$ cat src/rtl/management_rx_frame_reader_pkg.sv
// Shared types and constants for the management RX frame reader and its output buffer.
package ManagementRxPkg;

    localparam int MGMT_MAX_FRAME   = 1500;
    localparam int MGMT_LEN_WIDTH   = 11;
    localparam int MGMT_WORDS_WIDTH = 10;

    typedef enum logic [2:0] {
        ST_IDLE     = 3'd0,
        ST_HDR_WAIT = 3'd1,
        ST_LEN_OUT  = 3'd2,
        ST_DATA     = 3'd3,
        ST_FLUSH    = 3'd4
    } rx_state_e;

    typedef struct packed {
        logic [31:0] data;
        logic        last;
        logic [2:0]  bytes;
    } rx_beat_t;

    // A zero length remainder means the final word is full.
    function automatic logic [2:0] tail_bytes(input logic [1:0] tail);
        return (tail == 2'd0) ? 3'd4 : {1'b0, tail};
    endfunction

endpackage

$ cat src/rtl/management_rx_frame_reader_skid_buffer.sv
// Two-entry valid/ready buffer for frame data beats; reports occupancy so the
// reader can bound outstanding FIFO reads. A synchronous clear empties it.
module mgmt_rx_skid_buffer
    import ManagementRxPkg::*;
(
    input  logic      clk,
    input  logic      rst_n,
    input  logic      i_clear,
    input  logic      i_wr_en,
    input  rx_beat_t  i_wr_beat,
    output logic      o_valid,
    input  logic      i_ready,
    output rx_beat_t  o_beat,
    output logic [1:0] o_count
);

    rx_beat_t   r_mem [2];
    logic       r_wr_ptr;
    logic       r_rd_ptr;
    logic [1:0] r_count;
    logic       w_pop;

    assign w_pop = (r_count != 2'd0) && i_ready;

    always_ff @(posedge clk or negedge rst_n) begin
        if (!rst_n) begin
            r_mem[0] <= '0;
            r_mem[1] <= '0;
            r_wr_ptr <= 1'b0;
            r_rd_ptr <= 1'b0;
            r_count  <= 2'd0;
        end else if (i_clear) begin
            r_wr_ptr <= 1'b0;
            r_rd_ptr <= 1'b0;
            r_count  <= 2'd0;
        end else begin
            if (i_wr_en) begin
                r_mem[r_wr_ptr] <= i_wr_beat;
                r_wr_ptr        <= ~r_wr_ptr;
            end
            if (w_pop) begin
                r_rd_ptr <= ~r_rd_ptr;
            end
            r_count <= r_count + {1'b0, i_wr_en} - {1'b0, w_pop};
        end
    end

    assign o_valid = (r_count != 2'd0);
    assign o_beat  = r_mem[r_rd_ptr];
    assign o_count = r_count;

endmodule

$ cat src/rtl/management_rx_frame_reader.sv
// Reads one length header and its data words per frame from the management RX
// FIFOs and presents them as a length beat followed by data beats.
module management_rx_frame_reader
    import ManagementRxPkg::*;
#(
    parameter int MAX_LEN = MGMT_MAX_FRAME
) (
    input  logic                      sys_clk,
    input  logic                      rst_n,
    input  logic                      fifo_reset,
    input  logic                      rxheader_rd_empty,
    input  logic [MGMT_LEN_WIDTH-1:0] rxheader_rd_data,
    output logic                      rxheader_rd_en,
    input  logic [31:0]               rxfifo_rd_data,
    output logic                      rxfifo_rd_en,
    output logic                      rxfifo_rd_pop_single,
    output logic                      len_valid,
    input  logic                      len_ready,
    output logic [MGMT_LEN_WIDTH-1:0] len_data,
    output logic                      len_oversize,
    output logic                      out_valid,
    input  logic                      out_ready,
    output logic [31:0]               out_data,
    output logic                      out_last,
    output logic [2:0]                out_bytes,
    input  logic                      abort,
    output logic [31:0]               frames_done,
    output logic [31:0]               frames_aborted
);

    localparam logic [MGMT_LEN_WIDTH-1:0] C_MAX_LEN = MGMT_LEN_WIDTH'(MAX_LEN);

    rx_state_e                   r_state;
    logic [MGMT_LEN_WIDTH-1:0]   r_len;
    logic                        r_len_oversize;
    logic                        r_len_valid;
    logic [MGMT_WORDS_WIDTH-1:0] r_words;
    logic [1:0]                  r_tail;
    logic [MGMT_WORDS_WIDTH-1:0] r_to_read;
    logic [MGMT_WORDS_WIDTH-1:0] r_word_idx;
    logic                        r_inflight;
    logic [31:0]                 r_frames_done;
    logic [31:0]                 r_frames_aborted;

    logic                        w_clamp;
    logic [MGMT_LEN_WIDTH-1:0]   w_len_cl;
    logic [MGMT_LEN_WIDTH:0]     w_len_p3;
    logic [MGMT_WORDS_WIDTH-1:0] w_words;
    logic                        w_len_hs;
    logic                        w_buf_valid;
    rx_beat_t                    w_buf_beat;
    logic [1:0]                  w_buf_count;
    logic                        w_pop;
    logic                        w_last_accept;
    logic [2:0]                  w_occupancy;
    logic                        w_rd_data;
    logic                        w_buf_wr;
    logic                        w_abort_take;
    logic                        w_buf_clear;
    logic                        w_wr_last;
    rx_beat_t                    w_wr_beat;

    assign w_clamp  = rxheader_rd_data > C_MAX_LEN;
    assign w_len_cl = w_clamp ? C_MAX_LEN : rxheader_rd_data;
    assign w_len_p3 = {1'b0, w_len_cl} + 12'd3;
    assign w_words  = w_len_p3[MGMT_LEN_WIDTH:2];

    assign w_len_hs      = r_len_valid && len_ready;
    assign w_pop         = w_buf_valid && out_ready;
    assign w_last_accept = w_pop && w_buf_beat.last;

    // Credit: words held after this cycle's accept plus the word still in flight.
    assign w_occupancy = {1'b0, w_buf_count} + {2'b00, r_inflight} - {2'b00, w_pop};

    assign w_rd_data = !fifo_reset && (r_to_read != '0) &&
                       (((r_state == ST_DATA) && (w_occupancy < 3'd2)) || (r_state == ST_FLUSH));
    assign w_buf_wr  = r_inflight && (r_state == ST_DATA) && !fifo_reset;

    // Accepting the frame's final beat takes precedence over a coincident abort.
    assign w_abort_take = abort &&
                          (((r_state == ST_LEN_OUT) && !(w_len_hs && (r_words == '0))) ||
                           ((r_state == ST_DATA) && !w_last_accept));
    assign w_buf_clear  = fifo_reset || w_abort_take || (r_state == ST_FLUSH);

    assign w_wr_last       = (r_word_idx == (r_words - 10'd1));
    assign w_wr_beat.data  = rxfifo_rd_data;
    assign w_wr_beat.last  = w_wr_last;
    assign w_wr_beat.bytes = w_wr_last ? tail_bytes(r_tail) : 3'd4;

    assign rxheader_rd_en = (r_state == ST_IDLE) && !rxheader_rd_empty && !fifo_reset;

    always_ff @(posedge sys_clk or negedge rst_n) begin
        if (!rst_n) begin
            r_state          <= ST_IDLE;
            r_len            <= '0;
            r_len_oversize   <= 1'b0;
            r_len_valid      <= 1'b0;
            r_words          <= '0;
            r_tail           <= 2'd0;
            r_to_read        <= '0;
            r_word_idx       <= '0;
            r_inflight       <= 1'b0;
            r_frames_done    <= '0;
            r_frames_aborted <= '0;
        end else if (fifo_reset) begin
            r_state     <= ST_IDLE;
            r_len_valid <= 1'b0;
            r_to_read   <= '0;
            r_word_idx  <= '0;
            r_inflight  <= 1'b0;
        end else begin
            r_inflight <= w_rd_data;
            if (w_rd_data) begin
                r_to_read <= r_to_read - 10'd1;
            end
            if (w_buf_wr) begin
                r_word_idx <= r_word_idx + 10'd1;
            end
            case (r_state)
                ST_IDLE: begin
                    if (!rxheader_rd_empty) begin
                        r_state <= ST_HDR_WAIT;
                    end
                end
                ST_HDR_WAIT: begin
                    r_len          <= w_len_cl;
                    r_len_oversize <= w_clamp;
                    r_words        <= w_words;
                    r_tail         <= w_len_cl[1:0];
                    r_to_read      <= w_words;
                    r_word_idx     <= '0;
                    r_len_valid    <= 1'b1;
                    r_state        <= ST_LEN_OUT;
                end
                ST_LEN_OUT: begin
                    if (w_len_hs && (r_words == '0)) begin
                        r_len_valid   <= 1'b0;
                        r_frames_done <= r_frames_done + 32'd1;
                        r_state       <= ST_IDLE;
                    end else if (w_abort_take) begin
                        r_len_valid <= 1'b0;
                        r_state     <= ST_FLUSH;
                    end else if (w_len_hs) begin
                        r_len_valid <= 1'b0;
                        r_state     <= ST_DATA;
                    end
                end
                ST_DATA: begin
                    if (w_last_accept) begin
                        r_frames_done <= r_frames_done + 32'd1;
                        r_state       <= ST_IDLE;
                    end else if (w_abort_take) begin
                        r_state <= ST_FLUSH;
                    end
                end
                ST_FLUSH: begin
                    if (r_to_read == '0) begin
                        r_frames_aborted <= r_frames_aborted + 32'd1;
                        r_state          <= ST_IDLE;
                    end
                end
                default: r_state <= ST_IDLE;
            endcase
        end
    end

    mgmt_rx_skid_buffer u_buf (
        .clk       (sys_clk),
        .rst_n     (rst_n),
        .i_clear   (w_buf_clear),
        .i_wr_en   (w_buf_wr),
        .i_wr_beat (w_wr_beat),
        .o_valid   (w_buf_valid),
        .i_ready   (out_ready),
        .o_beat    (w_buf_beat),
        .o_count   (w_buf_count)
    );

    assign rxfifo_rd_en         = w_rd_data;
    assign rxfifo_rd_pop_single = w_rd_data;
    assign len_valid            = r_len_valid;
    assign len_data             = r_len;
    assign len_oversize         = r_len_oversize;
    assign out_valid            = w_buf_valid;
    assign out_data             = w_buf_beat.data;
    assign out_last             = w_buf_beat.last;
    assign out_bytes            = w_buf_beat.bytes;
    assign frames_done          = r_frames_done;
    assign frames_aborted       = r_frames_aborted;

endmodule

$ cat config.mk
export PLATFORM = sky130hd
export DESIGN_NAME = management_rx_frame_reader
export DESIGN_NICKNAME = d
export VERILOG_FILES = /design/src/rtl/management_rx_frame_reader_pkg.sv /design/src/rtl/management_rx_frame_reader_skid_buffer.sv /design/src/rtl/management_rx_frame_reader.sv
export SDC_FILE = /design/constraint.sdc
export NUM_CORES = 1
export LEC_CHECK = 0
export ABC_CLOCK_PERIOD_IN_PS = 3400
export BUFFER_PORTS_ARGS = -buffer_cell sky130_fd_sc_hd__buf_2
export CORE_ASPECT_RATIO = 1.5
export CORE_MARGIN = 8
export CORE_UTILIZATION = 50
export CTS_BUF_LIST = sky130_fd_sc_hd__clkbuf_4 sky130_fd_sc_hd__clkbuf_8
export DETAILED_ROUTE_END_ITERATION = 10
export PLACE_DENSITY = 0.72
export SYNTH_ARGS = -nofsm -noshare
export SYNTH_HDL_FRONTEND = slang
export SYNTH_SLANG_ARGS = --single-unit
export TNS_END_PERCENT = 100
$ cat constraint.sdc
create_clock -name sys_clk -period 3.4 [get_ports sys_clk]
set_input_delay 0.17 -clock sys_clk [delete_from_list [all_inputs] [get_ports sys_clk]]
set_output_delay 0.17 -clock sys_clk [all_outputs]
set_load 0.1 [all_outputs]
==> results.py <==
metrics = {
    "status": {
        "status": "complete, no violations",
    },
    "critical_path": {
        "cp_data_required_time_ns": 3.23,
        "cp.arrival_ns": 2.94,
        "start_kind": "register",
        "endpoint_kind": "primary output",
        "path_cells": "o21ai_2 > inv_1 > ha_1 > nand2b_1 > fa_1 > xnor2_1 > a41oi_1 > nor3_1 > buf_4 > buf_12",
        "cp_max_fo": 12,
        "slowest_stage": "dfrtp_1",
        "cp_top_family": "adder cells",
        "critPathBufInv": 3,
        "critPathMaxStageDelay_ns": 0.42,
        "worstSetupPathType": "reg -> out",
    },
    "pwr": {
        "total_leakage_power_nw": 5.64,
        "pwr_density_cell_nw_per_um2": 623,
        "ir_drop_mv": 0.513,
        "total_power_mw": 7.00,
    },
    "yosys": {
        "syn_nets": 873,
        "synth_edf_count": 0,
        "netlist_area_um2": 9250,
        "ys_seq_elements": 187,
        "yosysWarnings": 0,
        "netlist_instances": 813,
        "async_flop_share": 1.00,
        "yosysUniqueCellTypes": 68,
        "seq_area_frac_synth": 0.506,
        "syn_avg_cell_area_um2": 11.4,
        "synthFlopType": "dfrtp_1",
    },
    "placed_design": {
        "dp.cells": 1184,
        "place_area_um2": 10400,
        "place_congestion": 0.891,
        "io_buffers": 166,
        "place_hpwl_mm": 15.6,
    },
    "global_route": {
        "grt_usage": 0.192,
        "grt_pass1_vias": 7362,
        "globalRouteMet2Util": 0.347,
        "antenna_found_initial": 0,
        "grt_start_max_net_pins": 97,
        "grt_first_pass_wirelength_mm": 36.3,
        "top_usage_layer": "met2",
        "grtUsageMet1": 0.217,
        "grt_overflow": 0,
        "use_met3": 0.0418,
    },
    "routing": {
        "vias": 7033,
        "wl_per_cell_um": 17.6,
        "first_iter_violations": 369,
        "drc": 0,
        "ant_nets": 0,
        "drt_pass1_iterations": 4,
        "routed_wl_mm": 22.2,
        "avgViaCountPerCell": 5.60,
    },
    "floorplanning": {
        "die_height_um": 183,
        "ios": 167,
        "initial_core_util": 0.505,
        "die_area_um2": 23200,
        "core.rowCount": 61,
        "core_um2": 18300,
        "dieWidth_um": 127,
    },
    "cells_and_area": {
        "fin_area_um2": 11200,
        "layout.cells.non_filler": 1257,
        "syn_to_final_growth_pct": 21.5,
        "drive_gt1_frac": 0.337,
        "fillCellCount": 1504,
        "final_nets": 1083,
    },
    "clock_tree": {
        "cts_max_level": 4,
        "root_buffer": "clkbuf_8",
        "cts_inserted_buffers": 17,
        "cts_setup_buffers": 0,
        "path_clk_slew_ns": 0.09,
        "clockBufferDepth": 2,
        "insertion_delay_ns": 0.46,
        "numClockSinks": 187,
        "cts_tree": "yes",
    },
    "timing": {
        "hold_viol": 0,
        "max_freq_mhz": 321,
        "finalMaxSlewViolations": 0,
        "setup_viol": 0,
        "period_share": 0.915,
        "worstMarginPinSlew_ns": 0.793,
        "rsz0062_at_grt": "false",
        "maxSlewHeadroom": 0.471,
        "fin_tns_setup_ns": 0,
        "holdWs_ns": 0.0327,
        "min_period_ns": 3.11,
        "finClkSkew_ns": 0.0108,
    },
    "worst_hold_path": {
        "hp-class": "in -> reg",
    },
    "job": {
        "maxCapViolations": 0,
    },
}
## metrics by stage
step | setup slack [ns] | utilization
2_1_floorplan | 0.112 | -
3_3_place_gp | 0.359 | 0.566
3_5_place_dp | 0.285 | 0.566
4_1_cts | 0.0548 | 0.613
5_1_grt | 0.0830 | 0.613
6_report | 0.288 | 0.613
## timing repair
item | in CTS | in global routing
gates resized for setup | 0 | 2
endpoints found under the setup margin | 0 | 2
endpoints found under the hold margin | 165 | 0
hold buffers | 40 | 0
## metal layers
layer,vias up,part of all wire,wire [um]
li1,3320,-,-
met1,3527,0.40,8770
met2,162,0.54,12000
met3,24,0.042,922
met4,0,0.021,456
met5,-,0,0
## synth_stat cells, types with 12 or more instances
master,instances,area [um^2]
a21oi_1,18,90.1
and3_1,19,119
and4_1,12,105
clkbuf_1,19,71.3
dfrtp_1,187,4680
inv_1,23,86.3
mux2_2,104,1170
nand2_1,65,244
nand3_1,23,115
nand4_1,23,144
nor2_1,47,176
nor3_1,20,100
o21ai_0,22,110
xnor2_1,57,499
xor2_1,35,307
## state kept, by name (all words and copies together) (netlist names), 2 cells and up
register        cells
r_words            10
r_to_read          10
u_buf.o_count       2
len_data           11
frames_aborted     32
r_state             3
u_buf.r_mem        72
r_word_idx         10
frames_done        32
## tightest hold or removal path, stage by stage
cell and delay, ns:
buf_2 0.12, nor2_1 0.10, a21oi_1 0.07
## worst paths after layout
kind | start | to | slack [ns] | depth (start not counted)
setup / recovery | u_buf.o_count[0] | rxfifo_rd_en | 0.29 | 10
hold / removal | rxheader_rd_data[8] | len_data[8] | 0.03 | 3
setup reg to reg | u_buf.o_count[0] | r_to_read[6] | 0.46 | 11
hold reg to reg | frames_done[31] | frames_done[31] | 0.47 | 1
max in group asynchronous | rst_n | frames_done[0] | 2.18 | 3
min in group asynchronous | rst_n | len_data[10] | 0.33 | 2
## cell families after synthesis
group / Yosys count / share of synthesized area
simple gates: 265 / 0.161
flops: 187 / 0.506
mux: 109 / 0.132
compound gates: 92 / 0.0698
xor+xnor: 92 / 0.0871
buf+inv: 58 / 0.0299
fa+ha+maj: 10 / 0.0143
## cell type report
type,instances,area [um^2],share of cell area
Sequential cell,187,4680,0.417
Multi-Input combinational cell,568,4300,0.383
Timing Repair Buffer,226,1430,0.128
Clock buffer,22,297,0.0264
Tap cell,220,275,0.0245
Clock inverter,10,163,0.0145
Inverter,23,86.3,0.00768
Antenna cell,1,2.50,0.000223
## power breakdown
part           internal, mW  leakage, nW  switching (mW)
Clock                 0.888        0.228           0.772
Combinational         0.690         2.89            1.90
Sequential             2.47         2.52           0.281
Total                  4.05         5.64            2.95
## layout by cell type, fill, tap and decap left out, types with 4 or more instances in the layout
master	instances
bufinv_16	4
and4_1	12
ha_1	9
nand2_1	65
o211ai_1	4
buf_4	19
nor2_1	47
mux2_2	104
nor3_1	20
a31oi_1	5
buf_2	163
dlygate4sd3_1	40
a21oi_1	18
nor4_1	10
o21ai_0	21
clkbuf_8	22
nand4_1	23
or3_1	5
xor2_1	35
o31ai_1	10
dfrtp_1	187
nor3b_1	5
nor4b_1	6
mux2i_1	5
inv_1	23
a21o_1	4
and3_1	19
xnor2_1	57
nand3_1	23
Note: power is estimated with default switching activity, not from simulation.
